### config.mk
export PLATFORM = sky130hd
export DESIGN_NAME = pixel_compositor
export DESIGN_NICKNAME = d
export VERILOG_FILES = /design/src/rtl/pixel_compositor.sv
export SDC_FILE = /design/constraint.sdc
export NUM_CORES = 1
export LEC_CHECK = 0
export BUFFER_PORTS_ARGS = -buffer_cell sky130_fd_sc_hd__buf_2
export CORE_AREA = 2 2 39 41
export CTS_BUF_LIST = sky130_fd_sc_hd__clkbuf_4 sky130_fd_sc_hd__clkbuf_8 sky130_fd_sc_hd__clkbuf_16
export CTS_CLUSTER_DIAMETER = 30
export DETAILED_ROUTE_END_ITERATION = 7
export DIE_AREA = 0 0 41 43
export PLACE_DENSITY = 0.57
export SYNTH_ARGS = -nofsm -noshare
export SYNTH_HDL_FRONTEND = slang
export SYNTH_SLANG_ARGS = --single-unit
### constraint.sdc
create_clock -name clk -period 0.8 [get_ports clk]
set_input_delay 0.16 -clock clk [delete_from_list [all_inputs] [get_ports clk]]
set_output_delay 0.16 -clock clk [all_outputs]
set_load 0.02 [all_outputs]
### src/rtl/pixel_compositor.sv
// Priority pixel compositor with two-stage pipeline and blanking.
// Define COMPOSITOR_NIGHT_EN to build in the day/night fade engine.
module pixel_compositor #(
    parameter int LAYERS      = 4,
    parameter int SCREEN_W    = 640,
    parameter int SCREEN_H    = 480,
    parameter int FADE_FRAMES = 4
) (
    input  logic              clk,
    input  logic              rst,
    input  logic              pix_en,
    input  logic [9:0]        vga_x,
    input  logic [9:0]        vga_y,
    input  logic [LAYERS-1:0] layer_grey,
    input  logic [LAYERS-1:0] layer_white,
    input  logic              frame_start,
    input  logic              night_req,
    output logic [2:0]        vgaRed,
    output logic [2:0]        vgaGreen,
    output logic [1:0]        vgaBlue,
    output logic              night_active
);

    localparam logic [10:0] W_LIM = SCREEN_W[10:0];
    localparam logic [10:0] H_LIM = SCREEN_H[10:0];

    typedef enum logic [1:0] {
        CLS_BLANK,
        CLS_BG,
        CLS_GREY,
        CLS_WHITE
    } cls_t;

    cls_t       cls1_q, cls1_d, cls_hit;
    logic [7:0] rgb_q, rgb_d;
    logic [2:0] lvl;
    logic [2:0] inv;
    logic       vis;

    // Walk from lowest priority upward so layer 0 is written last and wins.
    always_comb begin
        vis = ({1'b0, vga_x} < W_LIM) && ({1'b0, vga_y} < H_LIM);
        cls_hit = CLS_BG;
        for (int i = LAYERS - 1; i >= 0; i--) begin
            if (layer_grey[i]) begin
                cls_hit = CLS_GREY;
            end else if (layer_white[i]) begin
                cls_hit = CLS_WHITE;
            end
        end
        cls1_d = cls1_q;
        if (pix_en) begin
            cls1_d = vis ? cls_hit : CLS_BLANK;
        end
    end

    always_comb begin
        inv   = ~lvl;
        rgb_d = rgb_q;
        if (pix_en) begin
            unique case (cls1_q)
                CLS_BLANK: rgb_d = 8'h00;
                CLS_BG:    rgb_d = {inv, inv, inv[2:1]};
                CLS_GREY:  rgb_d = {lvl, lvl, lvl[2:1]};
                default:   rgb_d = {3'd7, 3'd7, 2'd3};
            endcase
        end
    end

    always_ff @(posedge clk) begin
        if (rst) begin
            cls1_q <= CLS_BLANK;
            rgb_q  <= 8'h00;
        end else begin
            cls1_q <= cls1_d;
            rgb_q  <= rgb_d;
        end
    end

    assign vgaRed   = rgb_q[7:5];
    assign vgaGreen = rgb_q[4:2];
    assign vgaBlue  = rgb_q[1:0];

`ifdef COMPOSITOR_NIGHT_EN
    localparam int FCW = (FADE_FRAMES > 1) ? $clog2(FADE_FRAMES) : 1;
    localparam logic [FCW-1:0] FC_LAST = FCW'(FADE_FRAMES - 1);

    typedef enum logic [1:0] {
        DAY,
        TO_NIGHT,
        NIGHT,
        TO_DAY
    } fade_t;

    fade_t          state_q, state_d;
    logic [FCW-1:0] fc_q, fc_d, fc_base;
    logic [2:0]     lvl_q, lvl_d;
    logic           night_q, night_d;
    logic           step_up, step_dn;

    // A direction change restarts the step count; that frame is step frame one.
    always_comb begin
        state_d = state_q;
        fc_d    = fc_q;
        lvl_d   = lvl_q;
        fc_base = fc_q;
        step_up = 1'b0;
        step_dn = 1'b0;
        if (frame_start) begin
            unique case (state_q)
                DAY: begin
                    step_up = night_req;
                    fc_base = '0;
                end
                TO_NIGHT: begin
                    step_up = night_req;
                    step_dn = !night_req;
                    if (!night_req) fc_base = '0;
                end
                NIGHT: begin
                    step_dn = !night_req;
                    fc_base = '0;
                end
                default: begin
                    step_up = night_req;
                    step_dn = !night_req;
                    if (night_req) fc_base = '0;
                end
            endcase
        end
        if (step_up) begin
            if (lvl_q == 3'd7) begin
                state_d = NIGHT;
                fc_d    = '0;
            end else if (fc_base == FC_LAST) begin
                fc_d    = '0;
                lvl_d   = lvl_q + 3'd1;
                state_d = (lvl_d == 3'd7) ? NIGHT : TO_NIGHT;
            end else begin
                fc_d    = fc_base + 1'b1;
                state_d = TO_NIGHT;
            end
        end else if (step_dn) begin
            if (lvl_q == 3'd0) begin
                state_d = DAY;
                fc_d    = '0;
            end else if (fc_base == FC_LAST) begin
                fc_d    = '0;
                lvl_d   = lvl_q - 3'd1;
                state_d = (lvl_d == 3'd0) ? DAY : TO_DAY;
            end else begin
                fc_d    = fc_base + 1'b1;
                state_d = TO_DAY;
            end
        end
        night_d = (state_d == NIGHT);
    end

    always_ff @(posedge clk) begin
        if (rst) begin
            state_q <= DAY;
            fc_q    <= '0;
            lvl_q   <= 3'd0;
            night_q <= 1'b0;
        end else begin
            state_q <= state_d;
            fc_q    <= fc_d;
            lvl_q   <= lvl_d;
            night_q <= night_d;
        end
    end

    assign lvl          = lvl_q;
    assign night_active = night_q;
`else
    logic unused_fade_in;

    assign unused_fade_in = &{1'b0, night_req, frame_start};
    assign lvl            = 3'd0;
    assign night_active   = 1'b0;
`endif

endmodule
==> results of run 1 <==
[final cells by class]
type                    count  area (sq um)  share of cell area, %
clock buffers               3         22.52                  7.317
inverters                   1         3.754                  1.220
repair buffers             25         145.1                  47.15
well taps                  16         20.02                  6.504
multi-input cells          13         72.57                  23.58
flip-flops and latches      2         43.79                  14.23
[stage by stage]
stage / setup slack, ps / TNS (ps) / utilization (%)
3_3_place_gp: -70.95 / -70.95 / 18.99
2_1_floorplan: 39.44 / 0 / -
4_1_cts: -132.6 / -1056 / 22.24
5_1_grt: -161.3 / -1270 / 22.24
3_5_place_dp: -110.9 / -110.9 / 18.99
6_report: -112.0 / -892.1 / 22.24
[per-layer routing]
layer | share of wire, % | GRT usage (%)
met1 | 33 | 6.051
met2 | 51 | 9.688
met3 | 16 | 1.571
met4 | 0 | 10.00
met5 | 0 | 0
[synth_stat cells, drive strengths merged]
master and count:
inv 1, o21ai 1, nor2 4, o31ai 1, conb 1, dfxtp 2, a221oi 1, nand2b 1
mux2i 1, buf 8, nand4 2, nand2 1
[path summary, 6_finish.rpt]
check | from | endpoint | slack, ps
hold / removal | layer_grey[0] | cls1_q[0]$_SDFFE_PP0P_ | 120
hold reg to reg | cls1_q[0]$_SDFFE_PP0P_ | cls1_q[0]$_SDFFE_PP0P_ | 450
setup reg to reg | rgb_q[6]$_SDFFE_PP0P_ | rgb_q[6]$_SDFFE_PP0P_ | 140
setup / recovery | rgb_q[6]$_SDFFE_PP0P_ | vgaBlue[1] | -110
[registers in the layout, summed over array words and instances (netlist names)]
name / flops
cls1_q: 1
rgb_q: 1
[cell families after synthesis]
kind of cell / after synthesis
compound gates: 3
buf+inv: 9
mux: 1
flops: 2
simple gates: 8
other cells: 1
[repair_timing]
action | 4_1_cts | 5_1_grt
gates resized for setup | 9 | 0
endpoints found under the hold margin | 0 | 0
pin swaps | 0 | 0
endpoints found under the setup margin | 8 | 8
[placed cells by master (no fill, tap or decap), types with 2 or more instances in the layout]
cell type  count
buf_4          8
buf_2         17
nand4_1        2
nor2_1         4
clkbuf_4       3
[power breakdown]
group          switching, W  total [W]  internal (W)
combinational     0.0000314  0.0000745     0.0000431
clock             0.0000566   0.000222      0.000165
sequential       0.00000188   0.000101     0.0000995
total             0.0000898   0.000398      0.000308
==> impl_metrics.ini, run 1 <==
[finish]
post_route_cells_drive_above_1_share_pct = 65.91
ant_diodes = 0
total_of_fill_cells_in_the_finished_design = 162
final_cell_area_sq_um = 307.8
layoutNonFillerInstCount = 60
design.final.nets = 79
p_r_area_growth_vs_syn_pct = 74.47

[clocking]
clock_tree_from_tritoncts = built
cts_hold_buf = 0
clk_pin_slew_worst_setup_hold_paths_ps = 30
cts.sink_count = 2
cts_setup_buffers = 0
clock_path_buffers = 2
cts-buffers-inserted = 3
worstSkewPairLatency_ps = 220
ctsRootBufferMaster = clkbuf_4
ctsHtreeMaxLevel = 1

[yosys]
synth_top_cell_by_area = buf_4
yosys-mux-area-fraction_pct = 5.674
synth_sequential_area_ratio_pct = 22.70
synth_compound_area_share_pct = 12.06
synthXorXnorAreaFrac_pct = 0
syn-num-nets = 57
synth_top_family_by_area = buffers and inverters
netlist_top_cells_area = buf_4 (34%), dfxtp_1 (23%), nor2_1 (8.5%)
synth_top_cell_area_share_pct = 34.04
post_synth_num_cell_types = 12
synth_seq_cells = 2
ys_warn_count = 0
synth_simple_gate_area_share_pct = 21.28
avgSynthCellArea_sq_um = 7.351
synth_cells = 24
post_synth_instance_area_sq_um = 176.4
yosys.area_share.adder_pct = 0

[timing]
timing.fmax_mhz = 1096
final.setup.worst_slack_ps = -112.0
grt_setup_unrepaired = yes
skew_ps = 2.699
final_worst_path_cycle_share_pct = 114.0
whs_ps = 116.4
timing.final.max_slew_violations = 0
final_hold_viol_count = 0
fin_crit_ps = 912.0
setup-violations-final = 8

[worst_setup_path]
cp_num_buf_inv = 1
worst_path_dominant_cell_family = flip-flops
timing.critical_path.cells = buf_4
crit_fanout = 9
setup.worst_path.class = flip-flop to primary output
crit_path_max_incr_delay_ps = 380
cp_data_arrival_time_ps = 750
timing.critical_path.required_ps = 640
cp_slowest_cell = dfxtp_4
reg2reg_depth = 2
cp-end-kind = primary output
crit_path_start_kind = flip-flop
timing.critical_path.depth = 1

[placement]
placed_cells_incl_taps = 57
port_buffers = 25
dpl_cell_area_sq_um = 262.8
final_replace_weighted_congestion = 0.6993
detailed_place_hpwl_um = 375.6

[drt]
detailed_route_drc_error_count = 0
vias = 225
drtAntennaViolNets = 0
totalWireLength_um = 470
drt_iter0_markers = 3
drt-pass1-iter-count = 4
avgRoutedWirePerCell_um = 7.833
route.detailed.vias_per_inst = 3.750

[floorplan]
die-area_sq_um = 1763
design.core.area_sq_um = 1384
num_rows = 14
die-width_um = 41
boundaryPins = 42
initial_core_util_pct = 12.75
dieHeight_um = 43

[grt]
global_route_wire_length_before_repair_um = 738
grt_start_max_net_pins = 10
number_of_global_route_vias_before_repair = 205
globalRouteOverflowTotal = 0
antenna_violations_before_repair = 0
global_route.usage.total_pct = 6.807

[hold_path]
hold_path_class = primary input to flip-flop
timing.hold.worst_path_depth = 2

[power_and_ir_drop]
power_density_nw_per_um2 = 1292
static-leakage-power_nw = 0.1717
ir_drop_uv = 593.1
finalPower_w = 0.0003978

[status]
failing_checks = negative setup slack
status = finished, violations left

[run]
max_cap_violations = 0
No activity file was read; power rests on OpenSTA's default activity.
==> inputs of run 2 (changes only) <==
Settings changed: REMOVE_ABC_BUFFERS set to 1.
==> impl_metrics.ini, run 2 (same netlist as run 1, synthesis figures left out) <==
[worst_setup_path]
crit_path_start_kind = flip-flop
crit-reg2reg-capture = rgb_q[6]$_SDFFE_PP0P_
rrSetupSlack_ps = 160
cp_data_arrival_time_ps = 740
setup.worst_path.class = flip-flop to primary output
worst_path_dominant_cell_family = flip-flops
timing.critical_path.depth = 1
reg2reg_from = rgb_q[6]$_SDFFE_PP0P_
timing.critical_path.cells = buf_4
cp_slowest_cell = dfxtp_4
reg2reg_depth = 2
cp-end-kind = primary output
crit_fanout = 9
crit_path_max_incr_delay_ps = 370
timing.critical_path.required_ps = 640
cp_num_buf_inv = 1

[clocking]
cts.sink_count = 2
clock_tree_from_tritoncts = built
clock_path_buffers = 2
cts-buffers-inserted = 3
ctsHtreeMaxLevel = 1
worstSkewPairLatency_ps = 220
ctsRootBufferMaster = clkbuf_4
clk_pin_slew_worst_setup_hold_paths_ps = 30

[floorplan]
initial_core_util_pct = 12.75
dieHeight_um = 43
design.core.area_sq_um = 1384
die-width_um = 41
die-area_sq_um = 1763
boundaryPins = 42
num_rows = 14

[run]
max_cap_violations = 0

[finish]
total_of_fill_cells_in_the_finished_design = 160
p_r_area_growth_vs_syn_pct = 74.47
ant_diodes = 0
final_cell_area_sq_um = 307.8
layoutNonFillerInstCount = 60
biggestRegsByFlops = cls1_q: 1 flops, rgb_q: 1 flops
mostFrequentLayoutCell = buf_2
design.final.nets = 79
post_route_cells_drive_above_1_share_pct = 65.91
final_cell_mix = buf_2 (17), buf_4 (8), nor2_1 (4)

[grt]
antenna_violations_before_repair = 0
global_routing_s_busiest_layer = met2
globalRouteOverflowTotal = 0
grt_util_met3_pct = 3.141
grt_util_met2_pct = 8.125
number_of_global_route_vias_before_repair = 174
grt_start_max_net_pins = 10
global_route_wire_length_before_repair_um = 593
global_route.usage.total_pct = 5.611
gr-usage-met1_pct = 3.834

[timing]
fin_setup_tns_ps = -819.7
grt_setup_unrepaired = yes
skew_ps = 3.253
final.setup.worst_slack_ps = -104.1
timing.final.max_slew_violations = 0
final_hold_viol_count = 0
fin_crit_ps = 904.1
final_worst_path_cycle_share_pct = 113.0
timing.fmax_mhz = 1106
whs_ps = 117.7
setup-violations-final = 8

[power_and_ir_drop]
static-leakage-power_nw = 0.1717
share_clk_of_total_power_pct = 55.8
seq_power_share_pct = 25.5
finalPower_w = 0.0003970
switching_share_pct = 22.42
share_of_total_power_in_combinational_logic_pct = 18.7
power_density_nw_per_um2 = 1290
net-switching-power_w = 0.00008902
ir_drop_uv = 263.1
internal-power_w = 0.0003080

[placement]
placed_cells_incl_taps = 57
dpl_cell_area_sq_um = 261.5
final_replace_weighted_congestion = 0.5159
port_buffers = 25

[drt]
avgRoutedWirePerCell_um = 7.283
route.detailed.vias_per_inst = 3.600
totalWireLength_um = 437
vias = 216
drt_iter0_markers = 0
detailed_route_drc_error_count = 0
drtAntennaViolNets = 0
drt-pass1-iter-count = 1

[hold_path]
timing.hold.worst_path_depth = 2
timing.hold.worst.start = rst
holdPathEnd = rgb_q[6]$_SDFFE_PP0P_
hold_path_class = primary input to flip-flop

[status]
status = finished, violations left
failing_checks = negative setup slack
## run 2: cell counts in the layout (fill, tap and decap cells not counted)
Identical to the previous run, type by type.
## run 2: per-stage QoR
| stage | util (%) | worst slack (ps) |
|---|---|---|
| 2_1_floorplan | - | -853.5 |
| 6_report | 22.24 | -104.1 |
| 4_1_cts | 22.24 | -113.5 |
| 3_3_place_gp | 18.90 | -111.7 |
| 3_5_place_dp | 18.90 | -98.30 |
| 5_1_grt | 22.24 | -144.8 |
## run 2: power groups by stage
| stage | combinational (W) | sequential, W | clock (W) |
|---|---|---|---|
| after floorplan | 0.0000187 | 0.000111 | 0 |
| after global placement | 0.0000718 | 0.000105 | 0 |
| after detailed placement | 0.0000730 | 0.000105 | 0 |
| after CTS | 0.0000756 | 0.000101 | 0.000236 |
| after global routing | 0.0000841 | 0.000101 | 0.000242 |
| final | 0.0000744 | 0.000101 | 0.000222 |
## run 2: timing repair
item,CTS,global route
endpoints found under the setup margin,8,8
gates resized for setup,10,0
hold buffers,0,0
pin swaps,0,0
buffers inserted,0,0
## run 2: area by class of cell
type | instances | area [sq um] | share of cell area, %
Timing Repair Buffer | 25 | 145.1 | 47.15
Multi-Input combinational cell | 13 | 72.57 | 23.58
Sequential cell | 2 | 43.79 | 14.23
Clock buffer | 3 | 22.52 | 7.317
Tap cell | 16 | 20.02 | 6.504
Inverter | 1 | 3.754 | 1.220
## run 2: worst max path at each step
stage / from / endpoint / slack, ps
2_1_floorplan: rgb_q[6]$_SDFFE_PP0P_ / rgb_q[6]$_SDFFE_PP0P_ / -850
3_3_place_gp: layer_white[2] / cls1_q[0]$_SDFFE_PP0P_ / -110
3_5_place_dp: layer_white[2] / cls1_q[0]$_SDFFE_PP0P_ / -100
4_1_cts: rgb_q[6]$_SDFFE_PP0P_ / vgaRed[1] / -110
5_1_grt: rgb_q[6]$_SDFFE_PP0P_ / vgaGreen[2] / -140
6_report: rgb_q[6]$_SDFFE_PP0P_ / vgaBlue[1] / -100
## run 2: per-layer routing
layer  wire [um]  vias up
li1            -      112
met1         142       86
met2         230       18
met3          64        0
met4           0        0
met5           0        -
==> inputs of run 3 (changes only) <==
Settings changed: PLACE_DENSITY 0.57 to 0.55.
Clock period 0.8 ns to 0.9 ns, I/O delays scaled along.
==> impl_metrics.ini, run 3 (same netlist as run 1, synthesis figures left out) <==
[finish]
layoutNonFillerInstCount = 60
final_core_utilization_pct = 22.24
mostFrequentLayoutCell = buf_2
design.final.nets = 79
final_cell_mix = buf_2 (17), buf_4 (8), nor2_1 (4)
p_r_area_growth_vs_syn_pct = 74.47
ant_diodes = 0
biggestRegsByFlops = cls1_q: 1 flops, rgb_q: 1 flops
post_route_cells_drive_above_1_share_pct = 65.91

[floorplan]
design.core.area_sq_um = 1384
boundaryPins = 42
die-width_um = 41
dieHeight_um = 43
initial_core_util_pct = 12.75
num_rows = 14
die-area_sq_um = 1763

[worst_setup_path]
worst_path_dominant_cell_family = flip-flops
cp-end-kind = primary output
timing.critical_path.required_ps = 720
cp_slowest_cell = dfxtp_4
rrSetupSlack_ps = 270
cp_num_buf_inv = 1
setup.worst_path.class = flip-flop to primary output
crit_path_max_incr_delay_ps = 370
timing.critical_path.cells = buf_4
cp_data_arrival_time_ps = 740
crit_path_start_kind = flip-flop
crit_fanout = 9

[timing]
timing.fmax_mhz = 1086
timing.final.max_slew_violations = 0
final_worst_path_cycle_share_pct = 102.3
skew_ps = 3.233
fin_crit_ps = 920.6
setup-violations-final = 8
fin_setup_tns_ps = -158.8
final_hold_viol_count = 0
grt_setup_unrepaired = yes
final.setup.worst_slack_ps = -20.64

[power_and_ir_drop]
power_density_nw_per_um2 = 1150
finalPower_w = 0.0003540
static-leakage-power_nw = 0.1717
ir_drop_uv = 175.6

[grt]
globalRouteOverflowTotal = 0
grt_start_max_net_pins = 10
global_route_wire_length_before_repair_um = 579
antenna_violations_before_repair = 0
number_of_global_route_vias_before_repair = 162
global_route.usage.total_pct = 5.800

[clocking]
cts_hold_buf = 0
worstSkewPairLatency_ps = 220
clock_tree_from_tritoncts = built
cts.sink_count = 2
clock_path_buffers = 2
clk_pin_slew_worst_setup_hold_paths_ps = 30
ctsHtreeMaxLevel = 1
cts_setup_buffers = 0
ctsRootBufferMaster = clkbuf_4
cts-buffers-inserted = 3

[hold_path]
hold_path_class = primary input to flip-flop

[drt]
drt-pass1-iter-count = 2
detailed_route_drc_error_count = 0
avgRoutedWirePerCell_um = 6.867
drtAntennaViolNets = 0
route.detailed.vias_per_inst = 3.633
drt_iter0_markers = 2
vias = 218
totalWireLength_um = 412

[placement]
port_buffers = 25
placement.setup.worst_slack_ps = -41.41
placed_cells_incl_taps = 57
final_replace_weighted_congestion = 0.6041

[status]
status = finished, violations left
failing_checks = negative setup slack

[run]
max_cap_violations = 0
[run 3: cell counts in the layout (fill, tap and decap cells not counted)]
No cell type changed its count.
[run 3: report_power, final]
part | switching, W | internal, W | leakage (nW)
clock | 0.0000505 | 0.000147 | 0.0138
combinational | 0.0000282 | 0.0000384 | 0.141
sequential | 0.00000143 | 0.0000884 | 0.0170
[run 3: final timing paths]
check                         startpoint  cells past startpoint                     end
hold reg to reg   cls1_q[0]$_SDFFE_PP0P_                      2  cls1_q[0]$_SDFFE_PP0P_
hold / removal                       rst                      2   rgb_q[6]$_SDFFE_PP0P_
setup reg to reg   rgb_q[6]$_SDFFE_PP0P_                      2   rgb_q[6]$_SDFFE_PP0P_
setup / recovery   rgb_q[6]$_SDFFE_PP0P_                      1              vgaBlue[0]
[run 3: final cells by class]
cell class                 count  area, sq um
sequential                     2        43.79
multi-input combinational     13        72.57
clock buffer                   3        22.52
inverter                       1        3.754
timing repair buffer          25        145.1
tap                           16        20.02
fill                         167         1076
[run 3: metrics by stage]
step | instance area, sq um | hold WS [ps]
floorplan | 116.4 | 252.4
global placement | 261.5 | 370.1
detailed placement | 261.5 | 370.2
CTS | 307.8 | 130.5
global route | 307.8 | 129.3
finish | 307.8 | 135.7
[run 3: what timing repair did]
| item | 4_1_cts | 5_1_grt |
|---|---|---|
| resized for setup | 10 | 0 |
| pin swaps | 0 | 0 |
| endpoints found under the setup margin | 8 | 8 |
| gates cloned | 0 | 0 |
[run 3: routing by layer]
metal,track usage [%],up-vias,routed length [um]
li1,-,112,-
met1,4.444,88,136
met2,7.187,18,207
met3,3.141,0,69
met4,10.00,0,0
met5,0,-,0
